<file path="src/rtl/pgm_gen_sched.sv">
// pgm_gen_sched: replays a packet stored in PGM RAM at addresses 0..last_addr.
// The packet is sent a programmed number of times, or without limit until a
// stop is requested, with a programmable idle gap between packets.
// Optional feature: define PGM_SEQ_STAMP_EN to overwrite bits [31:0] of the
// word read from address 1 with the 0-based packet index within the run.
module pgm_gen_sched #(
    parameter string       PLATFORM = "Xilinx",   // vendor tag only, no functional effect
    parameter int unsigned GAP_W    = 16
) (
    input  logic             clk,
    input  logic             rst_n,
    input  logic             cfg_start,
    input  logic             cfg_stop,
    input  logic [6:0]       cfg_last_addr,
    input  logic [31:0]      cfg_repeat,
    input  logic [GAP_W-1:0] cfg_gap,
    output logic             ram_rd_en,
    output logic [6:0]       ram_addr,
    input  logic [143:0]     ram_rdata,
    output logic [133:0]     out_data,
    output logic             out_data_wr,
    output logic             out_valid,
    output logic             out_valid_wr,
    input  logic             in_alf,
    output logic             busy,
    output logic             done,
    output logic [31:0]      sent_cnt
);

    typedef enum logic [1:0] {IDLE, READ, GAP, FIN} state_e;

    state_e           state_q, state_d;
    logic [6:0]       last_q;                 // run configuration, captured at start
    logic [31:0]      repeat_q;
    logic [GAP_W-1:0] gap_q;
    logic             cfg_load;
    logic [6:0]       addr_q, addr_d;         // next address once the head is out
    logic [6:0]       rd_addr;
    logic             reading_q, reading_d;   // head issued, rest of packet streams
    logic             stop_q, stop_d;         // stop requested, honoured after the tail
    logic [GAP_W-1:0] gap_cnt_q, gap_cnt_d;
    logic             busy_q, busy_d;
    logic             done_q, done_d;
    logic [31:0]      cnt_q, cnt_d;
    logic             wr_q, wr_d;             // a word read last cycle is on the bus now
    logic             tail_q, tail_d;

    // Only the low 134 data bits are forwarded.
    logic unused_ok;
    assign unused_ok = &{1'b0, ram_rdata[143:134], (PLATFORM == "")};

    // Next-state, read strobe and register updates of the scheduler FSM.
    always_comb begin
        // NOTE: every signal written here gets a default first, so no path can
        // leave one unassigned and infer a latch.
        state_d   = state_q;
        addr_d    = addr_q;
        reading_d = reading_q;
        stop_d    = stop_q;
        gap_cnt_d = gap_cnt_q;
        busy_d    = busy_q;
        done_d    = 1'b0;
        cnt_d     = cnt_q;
        wr_d      = 1'b0;
        tail_d    = 1'b0;
        cfg_load  = 1'b0;
        ram_rd_en = 1'b0;
        ram_addr  = '0;
        rd_addr   = reading_q ? addr_q : 7'd0;

        case (state_q)
            IDLE: begin
                if (cfg_start) begin
                    cfg_load  = 1'b1;
                    cnt_d     = '0;
                    busy_d    = 1'b1;
                    stop_d    = cfg_stop;   // start+stop together: one packet
                    reading_d = 1'b0;
                    addr_d    = '0;
                    state_d   = READ;
                end
            end
            READ: begin
                stop_d = stop_q | cfg_stop;
                // Almost-full only gates the head; once started, a packet never stalls.
                if (reading_q || !in_alf) begin
                    ram_rd_en = 1'b1;
                    ram_addr  = rd_addr;
                    wr_d      = 1'b1;
                    if (rd_addr == last_q) begin
                        tail_d    = 1'b1;
                        cnt_d     = cnt_q + 32'd1;
                        reading_d = 1'b0;
                        addr_d    = '0;
                        if (stop_q || cfg_stop || (repeat_q != '0 && cnt_d == repeat_q)) begin
                            state_d = FIN;
                        end else if (gap_q != '0) begin
                            state_d   = GAP;
                            gap_cnt_d = gap_q - GAP_W'(1);
                        end
                    end else begin
                        reading_d = 1'b1;
                        addr_d    = rd_addr + 7'd1;
                    end
                end
            end
            GAP: begin
                if (cfg_stop) begin
                    state_d = FIN;
                end else if (gap_cnt_q == '0) begin
                    state_d = READ;
                end else begin
                    gap_cnt_d = gap_cnt_q - GAP_W'(1);
                end
            end
            FIN: begin
                // FIN is always entered while the final word is on the bus, so
                // it is complete by the time done is raised.
                done_d  = 1'b1;
                busy_d  = 1'b0;
                stop_d  = 1'b0;
                state_d = IDLE;
            end
            default: state_d = IDLE;
        endcase
    end

    // State and datapath registers; reset drops any packet in flight.
    always_ff @(posedge clk or negedge rst_n) begin
        if (!rst_n) begin
            state_q   <= IDLE;
            addr_q    <= '0;
            reading_q <= 1'b0;
            stop_q    <= 1'b0;
            gap_cnt_q <= '0;
            busy_q    <= 1'b0;
            done_q    <= 1'b0;
            cnt_q     <= '0;
            wr_q      <= 1'b0;
            tail_q    <= 1'b0;
        end else begin
            // NOTE: sequential state uses non-blocking assignments so every
            // register samples the pre-edge values of the others.
            state_q   <= state_d;
            addr_q    <= addr_d;
            reading_q <= reading_d;
            stop_q    <= stop_d;
            gap_cnt_q <= gap_cnt_d;
            busy_q    <= busy_d;
            done_q    <= done_d;
            cnt_q     <= cnt_d;
            wr_q      <= wr_d;
            tail_q    <= tail_d;
        end
    end

    // Run configuration shadow, loaded only when a start is accepted.
    always_ff @(posedge clk or negedge rst_n) begin
        if (!rst_n) begin
            last_q   <= '0;
            repeat_q <= '0;
            gap_q    <= '0;
        end else if (cfg_load) begin
            last_q   <= cfg_last_addr;
            repeat_q <= cfg_repeat;
            gap_q    <= cfg_gap;
        end
    end

`ifdef PGM_SEQ_STAMP_EN
    logic        stamp_q;
    logic [31:0] stamp_val_q;

    // Mark the word read from address 1 and capture this packet's index for it.
    always_ff @(posedge clk or negedge rst_n) begin
        if (!rst_n) begin
            stamp_q     <= 1'b0;
            stamp_val_q <= '0;
        end else begin
            stamp_q     <= ram_rd_en && (ram_addr == 7'd1);
            stamp_val_q <= cnt_q;
        end
    end
`endif

    // Output word: RAM data (framing bits untouched) while a word is being written.
    always_comb begin
        out_data = wr_q ? ram_rdata[133:0] : '0;
`ifdef PGM_SEQ_STAMP_EN
        if (stamp_q) begin
            out_data[31:0] = stamp_val_q;
        end
`endif
    end

    assign out_data_wr  = wr_q;
    assign out_valid    = tail_q;
    assign out_valid_wr = tail_q;
    assign busy         = busy_q;
    assign done         = done_q;
    assign sent_cnt     = cnt_q;

endmodule

</file>
<file path="config.mk">
export PLATFORM = sky130hd
export DESIGN_NAME = pgm_gen_sched
export DESIGN_NICKNAME = d
export VERILOG_FILES = /design/src/rtl/pgm_gen_sched.sv
export SDC_FILE = /design/constraint.sdc
export NUM_CORES = 1
export LEC_CHECK = 0
export BUFFER_PORTS_ARGS = -buffer_cell sky130_fd_sc_hd__buf_4
export CORE_AREA = 3 3 146 148
export CTS_CLUSTER_DIAMETER = 40
export DETAILED_ROUTE_END_ITERATION = 10
export DIE_AREA = 0 0 149 151
export GPL_TIMING_DRIVEN = 0
export PLACE_DENSITY = 0.73
export SYNTH_ARGS = -nofsm -noshare
export SYNTH_HDL_FRONTEND = slang
export SYNTH_SLANG_ARGS = --single-unit
</file>
<file path="constraint.sdc">
create_clock -name clk -period 5.6 [get_ports clk]
set_input_delay 0.56 -clock clk [delete_from_list [all_inputs] [get_ports clk]]
set_output_delay 0.56 -clock clk [all_outputs]
set_load 0.05 [all_outputs]
</file>
# Yosys cells after proc, flatten, opt, wreduce, memory -nomap -nowiden

Cells that the tools add are included.

Register bits: 118
Input bits: 204
Output and inout bits: 179
Logic and storage cells: 94

Add/sub/neg operators: 4
Equality and inequality tests: 14
Muxes and demuxes: 43
Bitwise gates (word level): 1
Reduce and logical (&&, ||, !) cells: 19

Operators with widths:

| kind                    | count |
|---|---|
| $mux W134               | 1 |
| $mux W16                | 6 |
| $mux W32                | 3 |
| $pmux W32 S2            | 1 |
| $mux W7                 | 6 |
| $add A32 B1 Y32 const B | 1 |
| $eq A32 B32 Y1          | 1 |
| $pmux W16 S2            | 1 |
| $reduce_bool A32 Y1     | 1 |
| $sub A16 B1 Y16 const B | 2 |
| $logic_not A16 Y1       | 1 |
| $reduce_bool A16 Y1     | 1 |
| $mux W2                 | 7 |
| $ne A2 B2 Y1 const B    | 7 |
| $pmux W7 S2             | 1 |
| $mux W1                 | 13 |
| $pmux W2 S4             | 1 |
| $add A7 B1 Y7 const B   | 1 |
| $eq A7 B7 Y1            | 1 |
| $reduce_and A7 Y1       | 1 |
| $ne A3 B3 Y1 const B    | 2 |
| $reduce_bool A2 Y1      | 3 |
| $reduce_and A5 Y1       | 1 |
| $eq A2 B2 Y1 const B    | 2 |
| other kinds (12)        | 16 |

# Depth between registers and ports, before layout

Depth after elaboration: 8
Mapped depth: 15
Gate-level depth less buffers: 11

# Least setup slack after synthesis

Ideal clock, no wire load.

Kind: reg-to-reg
Start: register cnt_q[20], in the netlist sent_cnt[20]
End: register gap_cnt_q[7]
Library setup time: 0.126 ns
Arrival: 3.959 ns
Data required time: 5.474 ns
Slack: 1.514 ns
Cell stages (with the launch flop): 14
Buffers on the path: 3
Period minus slack after synthesis: 4.086 ns
Path through: dfrtp_1 > buf_2 > and3_1 > clkbuf_1 > nand4_1 > nor4_1 > xnor2_1 > nand2_1 > or4_1 > or4_1 > buf_2 > a31o_1 > o211a_1 > a311o_1

Cells in the longest elaborated chain, start to end: 6

Ends and longest elaborated chain:

| what                               | line | text |
|---|---|---|
| from (decl)                        | 44   | `logic [31:0] cnt_q, cnt_d;` |
| from (signal assigned)             | 151  | `cnt_q <= cnt_d;` |
| $add A32 B1 Y32                    | 92   | `cnt_d = cnt_q + 32'd1;` |
| $eq A32 B32 Y1                     | 95   | `if (stop_q \|\| cfg_stop \|\| (repeat_q != '0 && cnt_d == repeat_q)) begin` |
| $logic_and A1 B1 Y1                | 95   |  |
| $logic_or A1 B1 Y1                 | 95   |  |
| $ne A2 B2 Y1 (no source line)      | n/a  |  |
| $reduce_and A7 Y1 (no source line) | n/a  |  |
| to (signal assigned)               | 148  | `gap_cnt_q <= gap_cnt_d;` |
| to (decl)                          | 41   | `logic [GAP_W-1:0] gap_cnt_q, gap_cnt_d;` |

Every way passes these cells.
A chain may end at the register's enable or synchronous reset.

# Final worst setup path

Start: register cnt_q[2], in the netlist sent_cnt[2]
End: register gap_cnt_q[13]

Same word-level chain as after synthesis.

==> results.txt <==
Main synth FF type: dfrtp_1
Worst path slowest cell: nor4_1
total global routing overflow: 0
synthesized cell area: 8020 µm²
PD cells: 521.4 nW/µm²
Comb power frac: 0.532
Hold Crit Class: primary input to async pin
starting density of the core: 0.3976
Synth top area share: 0.3682
Crit. End Element: flip-flop
Yosys cell types: 74
clk sinks: 118
detailed-route wire length: 33.82 mm
global-route wire length before repair: 48.43 mm
Synth top cells by count: 139 x and2_1, 118 x dfrtp_1, 73 x o21ai_0
clock share of power: 0.194
Port Buffers: 372
# resized after CTS: 0
cells along the critical path: buf_2, and3_1, clkbuf_1, nand3_1, nor4_1, xnor2_1, nand2_1, or4_1, or4_1, buf_2, a31oi_4, buf_2, nor2_1, a2bb2oi_1
period utilization: 0.7809
Switch Pwr: 2.931 mW
# rows: 52
CTS clock-pin slew for the worst setup and hold paths: 0.05 ns
layout cells sized above 1: 0.3688
cell family with most CP delay: simple AND/OR/NAND/NOR gates
asr flop ratio synth: 1.000
final setup violation count: 0
initial antenna violation count: 11
Routability Congestion: 0.9420
clock tree buffer depth: 2
Leak: 5.362 nW
setup_tns: 0 ns
Ports: 383
drt pass-1 iters: 5
crit path DAT: 4.67 ns
Final Critical Period: 4.373 ns
TritonCTS buffer count: 17
DRT antenna net count: 0
Detail Placement HPWL: 27.00 mm
largest net degree at the start of global routing: 81
cts hold-fix bufs: 0
sw frac: 0.4750
Worst IR Drop VDD: 0.0003649 V
GRT Util Overall: 0.2836
hold_ws: 0.03899 ns
clock latency on the worst-skew pair: 0.43 ns
Synth area leader: dfrtp_1
Die Ht: 151 µm
Die Wd: 149 µm
post-synthesis sequential area ratio: 0.3682
Layout Utilization: 0.5868
root buffer cell: clkbuf_16
buffers plus inverters on the worst setup path: 4
crit-path max cell delay: 0.56 ns
Layout area overhead: 47.58%
Clock Skew: 0.01181 ns
#FFs+latches synth: 118
YS warnings: 0
Via-to-Cell Ratio: 5.459
Slew headroom: 0.3994
WP data required: 5.90 ns
outcome: complete, no violations
area of the core: 20170 µm²
P_int: 3.240 mW
Highest Clock Rate: 228.7 MHz
sequential share of power: 0.274
Worst Max-Slew Pin Slew: 0.8941 ns
vias post-DR: 8735
Setup CP Type: flip-flop to flip-flop
most used cell, CP: buf_2
cell count after synthesis: 921
remaining routing DRC violations: 0
maxcap violations: 0
RSZ-0062 raised after global routing: no
Avg Synthesized Cell Area: 8.708 µm²
Startpoint Class: flip-flop
vias in the first global route: 8225
htree depth: 4
worst-path fanout max: 10
most common cell in the netlist: and2_1
top post-synthesis cells by area: dfrtp_1 37%, and2_1 11%, mux2_2 7.2%, o21ai_0 4.6%, xnor2_1 3.7%
wire per inst: 21.14 µm
TritonCTS clock tree: built
final hold violation count: 0
setup bufs post-CTS: 0
syn nets: 1128
number of flops mapped to enable cells by yosys: 0
die area: 22500 µm²
First DRT Iteration DRCs: 735
nets: 1520
max-slew violation count: 0
[cells in the final DEF (no fill, tap or decap), drive strengths merged, types with 14 or more instances in the layout]
cell type / Yosys / layout
a21oi: 18 / 18
and2: 140 / 140
buf: 18 / 391
clkbuf: 45 / 69
dfrtp: 118 / 118
inv: 16 / 16
mux2: 52 / 52
nand2: 70 / 70
nand3: 27 / 27
nand4: 14 / 14
nor2: 65 / 65
nor3: 18 / 18
nor4: 18 / 18
o21ai: 74 / 74
o31ai: 25 / 25
xnor2: 34 / 34
xor2: 20 / 20
[metrics by stage]
stage	total power [mW]	setup WS [ns]	instance area (µm²)	std cells
after floorplan	3.844	1.514	8020	921
after global placement	4.879	1.368	11150	1563
after detailed placement	4.938	1.349	11180	1564
after CTS	6.154	1.327	11830	1596
after global routing	6.497	0.9093	11830	1597
final	6.172	1.227	11840	1600
[sequential cells by signal (all words and copies together) (netlist names)]
signal / count
gap_cnt_q: 16
state_q: 2
out_data_wr: 1
busy: 1
sent_cnt: 32
repeat_q: 32
out_valid: 1
last_q: 7
addr_q: 7
stop_q: 1
reading_q: 1
done: 1
gap_q: 16
[routing by layer]
metal,wire length (µm),GRT usage,part of all wire
met1,13630,0.3699,0.40
met3,4540,0.1481,0.13
met4,982,0.08833,0.029
met2,14600,0.4076,0.43
met5,68,0,0.0020
[logic make-up (layout without fill, tap and decap cells)]
| family | count (synthesis) | in the layout | synth area share |
|---|---|---|---|
| other | 0 | 4 | 0 |
| flip-flops | 118 | 118 | 0.3682 |
| multiplexers | 54 | 54 | 0.07551 |
| AO/OA/AOI/OAI | 194 | 194 | 0.1598 |
| XOR/XNOR | 54 | 54 | 0.05897 |
| buffers and inverters | 80 | 485 | 0.04165 |
| AND/OR/NAND/NOR | 418 | 418 | 0.2913 |
| adder cells (fa/ha/maj) | 3 | 3 | 0.004681 |
[worst paths after layout]
check,start,to,slack [ns],cells past startpoint
min in group clk,cfg_gap[10],gap_q[10]$_DFFE_PN0P_,0.33,3
worst min register to register,busy$_DFFE_PN0P_,busy$_DFFE_PN0P_,0.48,1
worst min-delay path,rst_n,repeat_q[13]$_DFFE_PN0P_,0.04,1
worst max register to register,sent_cnt[2]$_DFFE_PN0P_,gap_cnt_q[13]$_DFFE_PN0P_,1.23,14
max in group asynchronous,rst_n,gap_cnt_q[1]$_DFFE_PN0P_,4.82,2
worst max-delay path,sent_cnt[2]$_DFFE_PN0P_,gap_cnt_q[13]$_DFFE_PN0P_,1.23,14
[final cells by class]
class | instances | area (µm²)
antenna | 4 | 10.01
buffer | 63 | 270.3
clock buffer | 24 | 501.7
clock inverter | 8 | 142.6
fill | 1810 | 8333
inverter | 17 | 63.81
multi-input combinational | 723 | 4733
sequential | 118 | 2953
tap | 270 | 337.8
timing repair buffer | 373 | 2824
[power by group through the flow]
stage / clock network, mW / logic, mW / registers (mW)
3_5_place_dp: 0 / 3.26 / 1.68
4_1_cts: 1.21 / 3.27 / 1.68
2_1_floorplan: 0 / 1.98 / 1.86
3_3_place_gp: 0 / 3.20 / 1.68
6_report: 1.20 / 3.28 / 1.69
5_1_grt: 1.25 / 3.50 / 1.74
No activity file was read; power rests on OpenSTA's default activity.
